===== config.mk =====
export PLATFORM = sky130hd
export DESIGN_NAME = inst_loader
export DESIGN_NICKNAME = d
export VERILOG_FILES = /design/src/rtl/inst_loader.sv
export SDC_FILE = /design/constraint.sdc
export NUM_CORES = 1
export LEC_CHECK = 0
export CORE_AREA = 3 3 196 198
export DETAILED_ROUTE_END_ITERATION = 10
export DIE_AREA = 0 0 199 201
export PLACE_DENSITY_LB_ADDON = 0.1
export SLEW_MARGIN = 10
export SYNTH_ARGS = -nofsm -noshare
export SYNTH_HDL_FRONTEND = slang
export SYNTH_SLANG_ARGS = --single-unit
export TNS_END_PERCENT = 10

===== constraint.sdc =====
create_clock -name clk1Hz -period 23.5 [get_ports clk1Hz]
set_input_delay 2.35 -clock clk1Hz [delete_from_list [all_inputs] [get_ports clk1Hz]]
set_output_delay 2.35 -clock clk1Hz [all_outputs]
set_load 0.02 [all_outputs]

===== src/rtl/inst_loader.sv =====
// Switch-driven instruction loader: the operator keys in up to 32 words, then
// runs them on a processor that fetches by pc and is held in reset otherwise.
module inst_loader (
  input  logic       clk1Hz,
  input  logic       clr,
  input  logic [7:0] sw,
  input  logic       load_btn,
  input  logic       run_btn,
  input  logic [7:0] pc,
  output logic [7:0] inst,
  output logic       proc_hold,
  output logic [5:0] wcount,
  output logic       full,
  output logic       done
);

  typedef enum logic [1:0] {
    LOAD,
    RUN,
    HALT
  } state_t;

  state_t     state;
  logic [7:0] mem [32];
  logic       load_prev;
  logic       run_prev;
  logic       load_edge;
  logic       run_edge;
  logic [7:0] wcount_ext;
  logic       pc_valid;

  // Prev registers reset high so a button held through clr makes no edge.
  assign load_edge  = load_btn & ~load_prev;
  assign run_edge   = run_btn & ~run_prev;
  assign wcount_ext = {2'b00, wcount};
  assign pc_valid   = (pc < wcount_ext);

  always_ff @(posedge clk1Hz or posedge clr) begin
    if (clr) begin
      state     <= LOAD;
      proc_hold <= 1'b1;
      wcount    <= 6'd0;
      load_prev <= 1'b1;
      run_prev  <= 1'b1;
      for (int i = 0; i < 32; i++) begin
        mem[i] <= 8'h00;
      end
    end else begin
      load_prev <= load_btn;
      run_prev  <= run_btn;
      unique case (state)
        LOAD: begin
          // A load edge always wins over a simultaneous run edge.
          if (load_edge) begin
            if (wcount < 6'd32) begin
              mem[wcount[4:0]] <= sw;
              wcount           <= wcount + 6'd1;
            end
          end else if (run_edge && (wcount != 6'd0)) begin
            state     <= RUN;
            proc_hold <= 1'b0;
          end
        end
        RUN: begin
          if (!pc_valid) begin
            state     <= HALT;
            proc_hold <= 1'b1;
          end
        end
        HALT: begin
          // Reloading keeps old words; they are simply overwritten as loaded.
          if (load_edge) begin
            state  <= LOAD;
            wcount <= 6'd0;
          end else if (run_edge) begin
            state     <= RUN;
            proc_hold <= 1'b0;
          end
        end
        default: begin
          state     <= LOAD;
          proc_hold <= 1'b1;
        end
      endcase
    end
  end

  always_comb begin
    inst = 8'h00;
    if ((state == RUN) && pc_valid) begin
      inst = mem[pc[4:0]];
    end
  end

  assign full = (wcount == 6'd32);
  assign done = (state == HALT);

endmodule


==> flow_summary.toml, run 1 <==
[status]
outcome = "finished clean"

[sta]
finalWorstPathRequiredPeriod_ps = 8160
rsz0062_at_grt = "false"
slew_violations = 0
hold_viol = 0
fmax_ghz = 0.123
worst_pin_slew_ps = 1010
fin_setup_tns_ps = 0
clock-skew-final_ps = 11.0
slew-limit-headroom_pct = 32.7
setup_viol = 0
fin_crit_sh_pct = 34.7

[pwr]
combPwrFrac_pct = 17.7
p_clk_share_pct = 36.0
leakagePower_nw = 7.04
power_density_mw_per_mm2 = 87.2
p_total_mw = 1.26
seq_power_share_pct = 46.3
p_int_uw = 912
switching_share_pct = 27.7
ir_drop_v = 0.0000551
power.switching_uw = 350

[min_path]
hp-class = "reg2reg"

[clocking]
cts_tree = "built"
cts_resized = 0
clk_pin_slew_ps = 50
clk_latency_ps = 560
cts_buffer_depth = 3
hold_buffers = 0
cts_inserted_buffers = 30
clock-sinks = 267
post_cts_buffers = 0
clockRootBuffer = "clkbuf_16"
cts_max_level = 1

[final_layout]
final_cells = 1392
nFillCells = 3466
nets = 933
n_antenna_cell = 0
drive_gt1_share_pct = 38.7
fin_area_mm2 = 0.0145
area_growth_pct = 12.3

[grt]
grt-ovfl-total = 0
first_global_vias = 7767
grtUsageMet3_pct = 2.60
grt_max_degree = 131
met2_usage_pct = 27.3
grtUsageMet1_pct = 26.5
grt_pass1_wl_um = 53200
track_usage_pct = 17.8
grt_antenna_before_repair = 0
grt_busiest_layer = "met2"

[setup_path]
crit_chain = "buf_6, buf_4, mux2i_1, a22o_1, a221oi_2, o22ai_1, a2111oi_2, clkdlybuf4s50_1"
critPathTopFamily = "buffers and inverters"
cp-end-kind = "output port"
path_class = "in2out"
slowest_stage = "buf_4"
required_ps = 21150
crit_buf_inv = 3
cpPeakStageDelay_ps = 850
critPathMaxFanout = 63
worstSetupStartpointType = "primary input"
crit_arrival_ps = 5810

[synthesis]
synth_edf_count = 0
synthFlopType = "dfrtp_1"
syn_avg_cell_area_um2 = 14.6
synth_compound_area_share_pct = 5.98
synth_top_family_by_area = "multiplexers"
synth_xor_area_share_pct = 0.136
synthSimpleGateAreaFrac_pct = 3.82
synth_warnings = 0
syn_area_mm2 = 0.0129
muxShareOfSynthArea_pct = 33.7
synth_cell_types = 43
synth_seq_cells = 267
synthAdderAreaFrac_pct = 0.874
syn-num-nets = 913
synthCells = 884
synthArstFlopShare_pct = 100
synth_seq_area_share_pct = 51.9

[route]
first_pass_iters = 4
drt-wirelength-per-cell_um = 25.2
wl_um = 35100
vias = 7478
antenna_left = 0
drt_iter0_markers = 336
viasPerCell = 5.37
drc_errors = 0

[placement]
place_area_mm2 = 0.0135
port_buffers = 36
gp_congestion = 0.735
post-dp-hpwl_um = 22200
placed_cells = 1340

[job]
cap_violations = 0

[floorplan]
fp-row-count = 70
initial_core_util_pct = 35.1
die_h_um = 201
io_pins = 37
chipWidth_um = 199
die_area_mm2 = 0.0400
core-area_mm2 = 0.0367
sequential cells by signal, summed over array words and instances, names as in the netlist:
register	cells
wcount	6
mem	256
load_prev	1
proc_hold	1
run_prev	1
state	2
power by group through the flow:
stage | Clock (mW) | Combinational (mW) | Sequential [mW]
after global placement | 0 | 0.224 | 0.593
after detailed placement | 0 | 0.228 | 0.593
after floorplan | 0 | 0.168 | 0.578
after global routing | 0.490 | 0.244 | 0.593
final | 0.454 | 0.224 | 0.584
after CTS | 0.470 | 0.228 | 0.585
kinds of logic (layout without fill, tap and decap cells):
group                      Yosys count  in the layout
muxes                              377            377
DFF                                267            267
AOI/OAI and AO/OA                   85             85
and+or+nand+nor                     72             72
buffers and inverters               72            112
adders and majority gates            9              9
xor gates and xnor gates             2              2
synth_stat cells (8+ instances only):
cell	instances	area share, %
dfrtp_1	264	51
mux2_2	225	20
mux2i_1	104	8.1
mux2_1	32	2.8
nand2_2	32	1.6
clkbuf_1	28	0.82
a22o_1	17	1.2
a22oi_1	16	0.93
a221oi_2	12	1.4
buf_4	12	0.70
mux4_1	12	2.4
a21oi_1	9	0.35
ha_1	9	0.87
inv_1	9	0.26
o22ai_1	9	0.44
a2111oi_2	8	0.93
buf_2	8	0.31
buf_6	8	0.70
cells in the final DEF (no fill, tap or decap), drive strengths merged, types with 2 or more instances in the layout:
cell type      synthesis  routed
a2111oi                8       8
a21oi                  9       9
a221oi                16      16
a22o                  17      17
a22oi                 16      16
and2                   4       4
and3                   5       5
buf                   33      16
clkbuf                30      45
clkdlybuf4s50          0      35
clkinv                 0       5
dfrtp                264     264
dfstp                  3       3
ha                     9       9
inv                    9       9
mux2                 257     257
mux2i                104     104
mux4                  16      16
nand2                 35      35
nand2b                 4       4
nand3                  2       2
nor2                   5       5
nor2b                  5       5
nor3                   8       8
nor4                   2       2
o211ai                 2       2
o21ai                  4       4
o22ai                  9       9
xnor2                  2       2
area by class of cell:
class	instances	area, um2	share of cell area [%]
Inverter	9	41.3	0.285
Multi-Input combinational cell	545	5750	39.7
Timing Repair Buffer	51	474	3.28
Tap cell	468	586	4.05
Clock inverter	7	62.6	0.432
Clock buffer	45	878	6.07
Sequential cell	267	6690	46.2
worst paths after layout:
| path | slack [ps] | start | depth (start not counted) | to |
|---|---|---|---|---|
| setup / recovery | 15340 | pc[1] | 8 | inst[2] |
| hold / removal | 480 | proc_hold | 2 | proc_hold |
| setup reg to reg | 20960 | state[0] | 4 | mem[184] |
| hold reg to reg | 480 | proc_hold | 2 | proc_hold |
| max in group asynchronous | 18740 | clr | 4 | mem[9] |
| min in group asynchronous | 2350 | clr | 2 | mem[250] |
tightest hold or removal path, cell delays in order, from the launching register on:
cell     delay, ps
dfstp_2        360
inv_1           40
o21ai_0         70
metal layers:
metal,wire length [um],part of all wire (%)
met5,0,0
met4,778,2.2
met3,1030,2.9
met2,16000,45
met1,17400,49
stage by stage:
stage / worst slack [ps] / hold WS (ps) / util [%]
floorplan: 13800 / 456 / -
global placement: 14870 / 467 / 36.9
detailed placement: 15250 / 473 / 36.9
CTS: 15260 / 486 / 39.4
global route: 15170 / 508 / 39.4
finish: 15340 / 483 / 39.4
Power figures use the tool's default switching activity.
==> run 2: changes to the inputs <==
clock period = 6.7 ns   (was 23.5 ns; I/O delays follow)
==> flow_summary.toml, run 2 (synthesis results as in run 1) <==
[status]
outcome = "finished clean"

[setup_path]
crit_arrival_ps = 4010
crit_chain = "clkdlybuf4s50_1, nor2b_2, a22oi_1, a21oi_1, a2111oi_2, clkdlybuf4s50_1"
critPathMaxFanout = 24
critPathTopFamily = "buffers and inverters"
required_ps = 6030
cp-end-kind = "output port"
regToRegSetupSlack_ps = 4160
worstSetupStartpointType = "primary input"
path_class = "in2out"
cp_common_cell = "clkdlybuf4s50_1"
cpPeakStageDelay_ps = 1030
slowest_stage = "nor2b_2"
crit_buf_inv = 2

[route]
drt-wirelength-per-cell_um = 24.9
drc_errors = 0
first_pass_iters = 4
viasPerCell = 5.27
vias = 7371
antenna_left = 0
drt_iter0_markers = 299
wl_um = 34800

[sta]
rsz0062_at_grt = "false"
fin_setup_tns_ps = 0
slew_violations = 0
setup_viol = 0
clock-skew-final_ps = 23.5
hold_viol = 0
fmax_ghz = 0.214
worst_pin_slew_ps = 1110
finalWorstPathRequiredPeriod_ps = 4680
slew-limit-headroom_pct = 25.5
fin_crit_sh_pct = 69.8

[pwr]
power.switching_mw = 1.24
p_int_mw = 3.25
power_density_mw_per_mm2 = 308
switching_share_pct = 27.7
seq_power_share_pct = 45.4
combPwrFrac_pct = 17.7
leakagePower_nw = 7.08
p_clk_share_pct = 36.9
ir_drop_v = 0.000232

[final_layout]
regMostFlops = "mem"
nFillCells = 3475
largest_reg_flops = 256
n_antenna_cell = 0
drive_gt1_share_pct = 39.6
mostFrequentLayoutCell = "dfrtp_1"
top_regs = "mem x256, wcount x6, state x2"
final_cell_mix = "264 x dfrtp_1, 225 x mux2_2, 104 x mux2i_1"
nets = 936
area_growth_pct = 13.0
final_cells = 1399

[grt]
grt_pass1_wl_um = 52600
grt-ovfl-total = 0
grt_antenna_before_repair = 1
first_global_vias = 7782
grt_max_degree = 172
track_usage_pct = 17.6

[placement]
gp_congestion = 0.788
port_buffers = 36
post-dp-hpwl_um = 22600
placed_cells = 1343

[floorplan]
io_pins = 37
die_area_mm2 = 0.0400
fp-row-count = 70
die_h_um = 201
chipWidth_um = 199
core-area_mm2 = 0.0367
initial_core_util_pct = 35.1

[clocking]
clk_latency_ps = 570
clockRootBuffer = "clkbuf_16"
cts_max_level = 1
clock-sinks = 267
clk_pin_slew_ps = 60
cts_resized = 0
cts_tree = "built"
post_cts_buffers = 0
cts_inserted_buffers = 30
cts_buffer_depth = 3
hold_buffers = 0

[min_path]
hp-class = "reg2reg"

[job]
cap_violations = 0
## run 2: final cells by class
| class | count | area, um2 | area share (%) |
|---|---|---|---|
| Tap cell | 468 | 586 | 4.02 |
| Inverter | 9 | 37.5 | 0.258 |
| Sequential cell | 267 | 6690 | 45.9 |
| Multi-Input combinational cell | 545 | 5740 | 39.4 |
| Clock buffer | 47 | 925 | 6.35 |
| Clock inverter | 9 | 86.3 | 0.593 |
| Timing Repair Buffer | 54 | 504 | 3.46 |
## run 2: path summary, 6_finish.rpt
| check | start | to | depth (start not counted) |
|---|---|---|---|
| max in group asynchronous | clr | mem[101] | 3 |
| setup reg to reg | state[0] | mem[20] | 4 |
| hold / removal | mem[18] | mem[18] | 1 |
| hold reg to reg | mem[18] | mem[18] | 1 |
| setup / recovery | pc[0] | inst[4] | 6 |
| min in group asynchronous | clr | mem[165] | 2 |
## run 2: power groups by stage
| stage | combinational (mW) | clock [mW] | sequential, mW |
|---|---|---|---|
| 6_report | 0.796 | 1.66 | 2.04 |
| 5_1_grt | 0.871 | 1.78 | 2.07 |
| 4_1_cts | 0.810 | 1.71 | 2.04 |
| 3_5_place_dp | 0.808 | 0 | 2.07 |
| 3_3_place_gp | 0.806 | 0 | 2.06 |
| 2_1_floorplan | 0.589 | 0 | 2.03 |
## run 2: per-layer routing
layer | vias to the layer above | global-route usage [%] | part of all wire, %
met5 | - | 0 | 0
met1 | 3886 | 24.8 | 47
li1 | 3354 | - | -
met2 | 87 | 28.8 | 48
met3 | 44 | 2.75 | 3.3
met4 | 0 | 3.41 | 1.9
## run 2: per-stage QoR
step,utilization [%],power [mW],setup slack (ps),hold slack (ps),area [um2]
floorplan,-,2.62,2510,456,12900
global placement,36.9,2.87,2100,467,13600
detailed placement,36.9,2.88,2050,473,13600
CTS,39.7,4.56,2050,486,14600
global route,39.7,4.72,1890,502,14600
finish,39.7,4.49,2020,479,14600
==> run 3: changes to the inputs <==
clock period = 4.7 ns   (was 6.7 ns; I/O delays follow)
==> flow_summary.toml, run 3 (synthesis results as in run 1) <==
[status]
outcome = "finished clean"

[placement]
port_buffers = 36
gp_congestion = 0.766
post-dp-hpwl_um = 22000

[min_path]
hp-class = "in2reg"
hp-start = "run_btn"
whs_path_depth = 1
whs_endpoint = "run_prev"

[clocking]
cts_tree = "built"
clk_pin_slew_ps = 60
cts_buffer_depth = 3
cts_inserted_buffers = 31
cts_max_level = 1
hold_buffers = 0
clk_latency_ps = 580
post_cts_buffers = 0
cts_resized = 0
clockRootBuffer = "clkbuf_16"
clock-sinks = 267

[sta]
worst_pin_slew_ps = 1210
hold_slack_ps = 335
clock-skew-final_ps = 13.5
setup_viol = 0
slew-limit-headroom_pct = 19.0
fmax_ghz = 0.241
fin_setup_tns_ps = 0
finalWorstPathRequiredPeriod_ps = 4150
slew_violations = 0
fin_crit_sh_pct = 88.3
rsz0062_at_grt = "false"
hold_viol = 0

[pwr]
leakagePower_nw = 7.13
ir_drop_v = 0.000309
power_density_mw_per_mm2 = 447

[setup_path]
crit_buf_inv = 3
crit_arrival_ps = 3680
required_ps = 4230
regToRegSetupSlack_ps = 2230
critPathMaxFanout = 8
cpPeakStageDelay_ps = 700
path_depth = 8
slowest_stage = "clkdlybuf4s50_1"
worstSetupStartpointType = "flop"
cp-end-kind = "output port"
r2r_start = "state[0]"
path_class = "reg2out"
critPathTopFamily = "buffers and inverters"
crit_chain = "inv_1, ha_1, a21o_1, nand2_1, o211ai_1, buf_4, a2111oi_2, clkdlybuf4s50_1"
timing.rr.end = "mem[19]"
reg2regPathDepth = 4

[route]
vias = 7404
drt-wirelength-per-cell_um = 24.6
drc_errors = 0
wl_um = 34400
viasPerCell = 5.28
antenna_left = 0
drt_iter0_markers = 367
first_pass_iters = 4

[final_layout]
area_growth_pct = 13.8
n_antenna_cell = 0
nets = 938
nFillCells = 3458
largest_reg_flops = 256
top_regs = "mem x256, wcount x6, state x2"
mostFrequentLayoutCell = "dfrtp_1"
final_cell_mix = "264 x dfrtp_1, 225 x mux2_2, 104 x mux2i_1"
regMostFlops = "mem"
drive_gt1_share_pct = 39.5

[floorplan]
die_area_mm2 = 0.0400
initial_core_util_pct = 35.1
fp-row-count = 70
core-area_mm2 = 0.0367
die_h_um = 201
chipWidth_um = 199
io_pins = 37

[grt]
grt-ovfl-total = 0
track_usage_pct = 17.5
grt_pass1_wl_um = 52600
grt_antenna_before_repair = 0
grt_max_degree = 105
first_global_vias = 7748

[job]
cap_violations = 0
[run 3: changes by cell type in the layout (fill, tap and decap cells not counted), moves of 2 or more]
cell       change
buf_4          -2
clkinv_2       -2
bufinv_16      +2
clkbuf_8       -2
clkbuf_1       +3
buf_12         +3
[run 3: worst max-delay path by stage]
stage	start	to	slack, ps
floorplan	clr	mem[0]	710
global placement	pc[0]	inst[1]	450
detailed placement	pc[0]	inst[4]	720
CTS	wcount[4]	inst[2]	470
global route	wcount[4]	inst[0]	290
finish	wcount[4]	inst[2]	550
[run 3: power breakdown]
| part | switching, mW | leakage [nW] | internal, mW |
|---|---|---|---|
| sequential | 0.217 | 3.64 | 2.69 |
| combinational | 0.587 | 2.97 | 0.545 |
| clock | 0.991 | 0.520 | 1.52 |
| total | 1.80 | 7.13 | 4.75 |
[run 3: layout make-up]
type	instances	area (um2)	share of cell area (%)
well taps	468	586	3.99
clock inverters	9	130	0.887
multi-input cells	545	5750	39.2
flip-flops and latches	267	6690	45.6
repair buffers	55	549	3.75
clock buffers	49	933	6.36
inverters	9	37.5	0.256
[run 3: metal layers]
| layer | up-vias | GRT usage [%] | part of all wire, % |
|---|---|---|---|
| met5 | - | 0 | 0 |
| met4 | 0 | 3.41 | 1.8 |
| met3 | 47 | 2.45 | 2.6 |
| met2 | 80 | 28.1 | 47 |
| met1 | 3922 | 25.4 | 48 |
| li1 | 3355 | - | - |
[run 3: stage by stage]
step	power, mW	instances	setup WS (ps)	cell area [um2]	utilization [%]
CTS	6.65	1402	472	14700	40.0
floorplan	3.73	884	707	12900	-
finish	6.55	1402	549	14700	40.0
global placement	4.08	1344	450	13600	37.1
detailed placement	4.10	1344	715	13600	37.1
global route	6.89	1402	285	14700	40.0
